### config.mk
export PLATFORM = sky130hd
export DESIGN_NAME = demux32_loader
export DESIGN_NICKNAME = d
export VERILOG_FILES = /design/src/rtl/demux32_pkg.sv /design/src/rtl/demux32_loader_decoder.sv /design/src/rtl/demux32_loader.sv
export SDC_FILE = /design/constraint.sdc
export NUM_CORES = 2
export LEC_CHECK = 0
export CAP_MARGIN = 20
export CORE_AREA = 2 2 424 426
export DETAILED_ROUTE_END_ITERATION = 16
export DIE_AREA = 0 0 426 428
export PLACE_DENSITY = 0.53
export SETUP_SLACK_MARGIN = 0.02
export SYNTH_ARGS = -nofsm -noshare
export SYNTH_HDL_FRONTEND = slang
export SYNTH_HIERARCHICAL = 1
export SYNTH_SLANG_ARGS = --single-unit
### constraint.sdc
create_clock -name clk -period 8.85 [get_ports clk]
set_input_delay 1.77 -clock clk [delete_from_list [all_inputs] [get_ports clk]]
set_output_delay 1.77 -clock clk [all_outputs]
set_load 0.02 [all_outputs]
### src/rtl/demux32_pkg.sv
// Shared types and sizing for the 32-way sequential write demultiplexer.
// The clamp helper bounds a burst so that no register is written twice per burst.
package demux32_pkg;

  typedef enum logic [1:0] {IDLE, LOAD, DONE} state_t;

  localparam int N_SEL     = 5;
  localparam int N_REGS    = 32;
  localparam int MAX_COUNT = 32;

  function automatic logic [5:0] clamp_count(input logic [5:0] c);
    return (c > 6'(MAX_COUNT)) ? 6'(MAX_COUNT) : c;
  endfunction

endpackage

### src/rtl/demux32_loader_decoder.sv
// One-hot write-enable decode of the write index, gated by the stream handshake.
// Purely combinational; all enables are low when no word is transferred.
module decoder_5_to_32
  import demux32_pkg::*;
(
  input  logic [N_SEL-1:0]  sel,
  input  logic              en,
  output logic [N_REGS-1:0] onehot
);

  always_comb begin
    onehot = '0;
    if (en) onehot[sel] = 1'b1;
  end

endmodule

### src/rtl/demux32_loader.sv
// Burst loader: writes a valid/ready stream into 32 registers from a start index with wrap.
// Write latency 1 cycle, one word per cycle; in_ready is high only in LOAD, stalls just hold state.
module demux32_loader
  import demux32_pkg::*;
#(
  parameter int N = 32
) (
  input  logic             clk,
  input  logic             rst,
  input  logic             start,
  input  logic [N_SEL-1:0] start_addr,
  input  logic [5:0]       count,
  input  logic [N-1:0]     in_data,
  input  logic             in_valid,
  output logic             in_ready,
  output logic [N-1:0]     out00, out01, out02, out03, out04, out05, out06, out07,
  output logic [N-1:0]     out08, out09, out10, out11, out12, out13, out14, out15,
  output logic [N-1:0]     out16, out17, out18, out19, out20, out21, out22, out23,
  output logic [N-1:0]     out24, out25, out26, out27, out28, out29, out30, out31,
  output logic [N_SEL-1:0] wr_select,
  output logic             busy,
  output logic             done
);

  state_t             state_q, state_d;
  logic [N_SEL-1:0]   wr_select_q, wr_select_d;
  logic [5:0]         remaining_q, remaining_d;
  logic [5:0]         count_clamped;
  logic [N-1:0]       out_q [N_REGS];
  logic [N-1:0]       out_d [N_REGS];
  logic [N_REGS-1:0]  wr_en;
  logic               xfer;

  // Moore outputs, decoded from the registered state only.
  assign in_ready  = (state_q == LOAD);
  assign busy      = (state_q == LOAD) || (state_q == DONE);
  assign done      = (state_q == DONE);
  assign wr_select = wr_select_q;
  assign xfer      = in_valid & in_ready;

  assign count_clamped = clamp_count(count);

  always_comb begin
    state_d     = state_q;
    wr_select_d = wr_select_q;
    remaining_d = remaining_q;
    case (state_q)
      IDLE: begin
        if (start) begin
          if (count_clamped == 6'd0) begin
            state_d = DONE;
          end else begin
            wr_select_d = start_addr;
            remaining_d = count_clamped;
            state_d     = LOAD;
          end
        end
      end
      LOAD: begin
        if (xfer) begin
          wr_select_d = wr_select_q + 5'd1;
          remaining_d = remaining_q - 6'd1;
          if (remaining_q == 6'd1) state_d = DONE;
        end
      end
      DONE:    state_d = IDLE;
      default: state_d = IDLE;
    endcase
  end

  always_ff @(posedge clk) begin
    if (!rst) begin
      state_q     <= IDLE;
      wr_select_q <= '0;
      remaining_q <= '0;
    end else begin
      state_q     <= state_d;
      wr_select_q <= wr_select_d;
      remaining_q <= remaining_d;
    end
  end

  decoder_5_to_32 u_dec (
    .sel    (wr_select_q),
    .en     (xfer),
    .onehot (wr_en)
  );

  always_comb begin
    for (int i = 0; i < N_REGS; i++) begin
      out_d[i] = wr_en[i] ? in_data : out_q[i];
    end
  end

  always_ff @(posedge clk) begin
    for (int i = 0; i < N_REGS; i++) begin
      if (!rst) out_q[i] <= '0;
      else      out_q[i] <= out_d[i];
    end
  end

  assign out00 = out_q[0];   assign out01 = out_q[1];   assign out02 = out_q[2];   assign out03 = out_q[3];
  assign out04 = out_q[4];   assign out05 = out_q[5];   assign out06 = out_q[6];   assign out07 = out_q[7];
  assign out08 = out_q[8];   assign out09 = out_q[9];   assign out10 = out_q[10];  assign out11 = out_q[11];
  assign out12 = out_q[12];  assign out13 = out_q[13];  assign out14 = out_q[14];  assign out15 = out_q[15];
  assign out16 = out_q[16];  assign out17 = out_q[17];  assign out18 = out_q[18];  assign out19 = out_q[19];
  assign out20 = out_q[20];  assign out21 = out_q[21];  assign out22 = out_q[22];  assign out23 = out_q[23];
  assign out24 = out_q[24];  assign out25 = out_q[25];  assign out26 = out_q[26];  assign out27 = out_q[27];
  assign out28 = out_q[28];  assign out29 = out_q[29];  assign out30 = out_q[30];  assign out31 = out_q[31];

endmodule

==> run_results.csv <==
group,metric,value,unit
clock_tree,clkLatencyLatePin,760,ps
critical_path,r2r_slack,5160,ps
logic_synthesis,synthAdderAreaFrac,0.2021,%
logic_synthesis,syn-num-nets,3620,
routing,via_per_inst,4.187,
outcome,outcome,"completed",
global_route,antenna_found_initial,12,
logic_synthesis,synthTopCellsByCount,"1037 x dfxtp_1, 1027 x mux2i_1, 1011 x nor2_1",
logic_synthesis,synth-compound-area-share,0.6399,%
sta,worst_pin_slew,1155,ps
clock_tree,clockRootBuffer,"clkbuf_16",
place,post-dp-hpwl,107800,um
floorplanning,initial_utilization,20.91,%
logic_synthesis,yosysSeqAreaShare,55.88,%
logic_synthesis,synth_mux_area_share,27.70,%
logic_synthesis,avgSynthCellArea,10.41,um2
clock_tree,h-tree-depth,3,
global_route,grt_pass1_wl,227300,um
pwr,p_int,7904,uW
critical_path,required,9450,ps
routing,wl,168100,um
min_path,holdCritStartpoint,"remaining_q[1]$_SDFFE_PN0P_",
sta,fin_tns_setup,0,ps
floorplanning,die_area,0.1823,mm2
clock_tree,cts.sinks,1037,
final_layout,multi_input_area,0.01522,mm2
place,dp.cells,6731,
critical_path,reg2reg_from,"state_q[1]$_SDFFE_PN0P_",
pwr,p_per_area,197.8,mW/mm2
sta,slew_headroom,23.03,%
final_layout,nets,4546,
global_route,grt_use_total,17.60,%
logic_synthesis,synth_edf_count,0,
place,io_buffers,1078,
final_layout,stdcell_count,6948,
routing,wl_per_cell,24.20,um
clock_tree,cts_tree,"built",
clock_tree,clkTransAtPathRegs,60,ps
critical_path,r2r_cells,9,
final_layout,fin_area,0.05416,mm2
pwr,total_power,10710,uW
final_layout,area_growth,45.79,%
pwr,switching_share,26.21,%
critical_path,endpoint_kind,"flop",
place,place_congestion,0.7729,
clock_tree,cts_buffer_depth,3,
clock_tree,ctsResizeCount,0,
floorplanning,core_area,0.1776,mm2
pwr,ir_drop,0.1517,mV
floorplanning,fp-row-count,155,
pwr,switchingPower,2808,uW
sta,fmax,0.2269,GHz
logic_synthesis,syn_inst,3567,
critical_path,cp_max_fo,20,
pwr,pwr-share-clk,46.3,%
floorplanning,die_y,428,um
sta,setup_viol,0,
floorplanning,die_x,426,um
pwr,p_leak,0.01760,uW
logic_synthesis,synth_area_leaders,"dfxtp_1 56%, mux2i_1 28%, nor2_1 10%",
routing,ant_nets,0,
logic_synthesis,synth_area,0.03715,mm2
clock_tree,postCtsSetupBuffers,0,
routing,via_count,29090,
min_path,hold_depth,2,
run,maxCapViolCount,0,
logic_synthesis,ys_ff_latch,1037,
logic_synthesis,yosysWarnings,6,
critical_path,start_kind,"input port",
final_layout,ff_latch_area,0.02076,mm2
floorplanning,io_pins,1079,
sta,rsz0062_at_grt,"false",
logic_synthesis,ys_types,43,
logic_synthesis,yosys.area.top_type,"dfxtp_1",
logic_synthesis,yosys.area_share.xor_xnor,0.02358,%
logic_synthesis,synthDominantCellAreaShare,55.88,%
sta,min_period_over_period,49.81,%
sta,hold_viol,0,
final_layout,drive_gt1_share,7.280,%
final_layout,final_core_util,30.49,%
pwr,comb_power_share,8.8,%
pwr,pwr-share-seq,44.9,%
sta,finClkSkew,22.47,ps
logic_synthesis,synthArstFlopShare,0,%
logic_synthesis,synthFlopType,"dfxtp_1",
logic_synthesis,synth.most_common_cell,"dfxtp_1",
routing,drt_pass1_iterations,5,
critical_path,r2r-end,"out_q[1][332]$_SDFFE_PN0P_",
min_path,whs_endpoint,"remaining_q[1]$_SDFFE_PN0P_",
global_route,overflow,0,
clock_tree,numCtsBuffers,115,
routing,drc_errors,0,
critical_path,worstSetupPathType,"in2reg",
min_path,hold_class,"reg2reg",
logic_synthesis,synthSimpleGateAreaFrac,11.77,%
clock_tree,cts_hold_buf,0,
critical_path,crit_arrival,5010,ps
logic_synthesis,synth_top_family_by_area,"multiplexers",
place,placed_cell_area,0.05022,mm2
sta,min_period,4408,ps
global_route,grt_max_degree,226,
routing,dr.first_iter.drc_count,1716,
final_layout,fill_cells,18420,
global_route,first_global_vias,27260,
sta,slew_viol_final,0,
==> worst max-delay path: stages <==
cell,delay [ps]
clkdlybuf4s50_1,570
and2_1,570
nand4b_1,530
nor2_4,740
buf_4,500
mux2i_1,250
nor2_1,70
==> cell usage in the layout, fill, tap and decap left out, types with 4 or more instances in the layout <==
master	count
mux2i_1	1027
buf_2	31
clkdlybuf4s50_1	1045
clkbuf_1	27
clkbuf_16	115
nor2_1	979
clkinv_2	19
diode_2	5
clkinv_16	4
inv_1	12
nand4b_1	4
nor2b_1	53
nand2_1	14
nor2_4	32
ha_1	6
dfxtp_1	1037
nand2b_1	4
a21oi_1	12
buf_4	77
clkbuf_8	28
bufinv_16	8
==> worst max path at each step <==
stage	start	end	slack, ps	cells past startpoint
CTS	in_valid	out_q[1][332]$_SDFFE_PN0P_	4520	7
global placement	in_valid	out_q[1][335]$_SDFFE_PN0P_	3730	7
finish	in_valid	out_q[1][332]$_SDFFE_PN0P_	4440	7
floorplan	in_valid	out_q[0][100]$_SDFFE_PN0P_	5180	7
global route	in_valid	out_q[1][332]$_SDFFE_PN0P_	4420	7
detailed placement	in_valid	out_q[1][332]$_SDFFE_PN0P_	3700	7
==> cells by family after synthesis <==
group                      count (synthesis)
DFF                                     1037
xor gates and xnor gates                   1
AOI/OAI and AO/OA                         32
adders and majority gates                  6
and+or+nand+nor                         1104
muxes                                   1028
buffers and inverters                    359
==> metal layers <==
metal	global-route usage, %	vias to the layer above	wire [um]
met1	20.31	14360	66560
met2	31.36	937	84960
met3	4.494	217	11280
li1	-	13570	-
met5	0	-	0
met4	5.781	0	5333
==> state kept, by name (all words and copies together), names as in the netlist <==
| register | count |
|---|---|
| state_q | 2 |
| wr_select | 5 |
| remaining_q | 6 |
| out_q | 1024 |
==> power groups by stage <==
stage / clock network [uW] / logic [uW] / registers, uW
floorplan: 0 / 436 / 4950
global placement: 0 / 948 / 4910
detailed placement: 0 / 951 / 4910
CTS: 5100 / 954 / 4810
global route: 5280 / 991 / 4820
finish: 4960 / 942 / 4810
==> stage by stage <==
stage	hold WS (ps)	worst slack (ps)
2_1_floorplan	437.1	5183
3_3_place_gp	454.5	3735
3_5_place_dp	464.6	3697
4_1_cts	472.8	4523
5_1_grt	494.7	4421
6_report	468.5	4442
==> area by class of cell <==
class                      count  share of cell area, %
sequential                  1037                  38.33
timing repair buffer        1155                  20.74
inverter                      13                 0.1040
clock inverter                42                  1.040
clock buffer                 170                  6.212
tap                         2355                  5.440
antenna                        5                0.02310
multi-input combinational   2171                  28.11
Note: power is estimated with default switching activity, not from simulation.
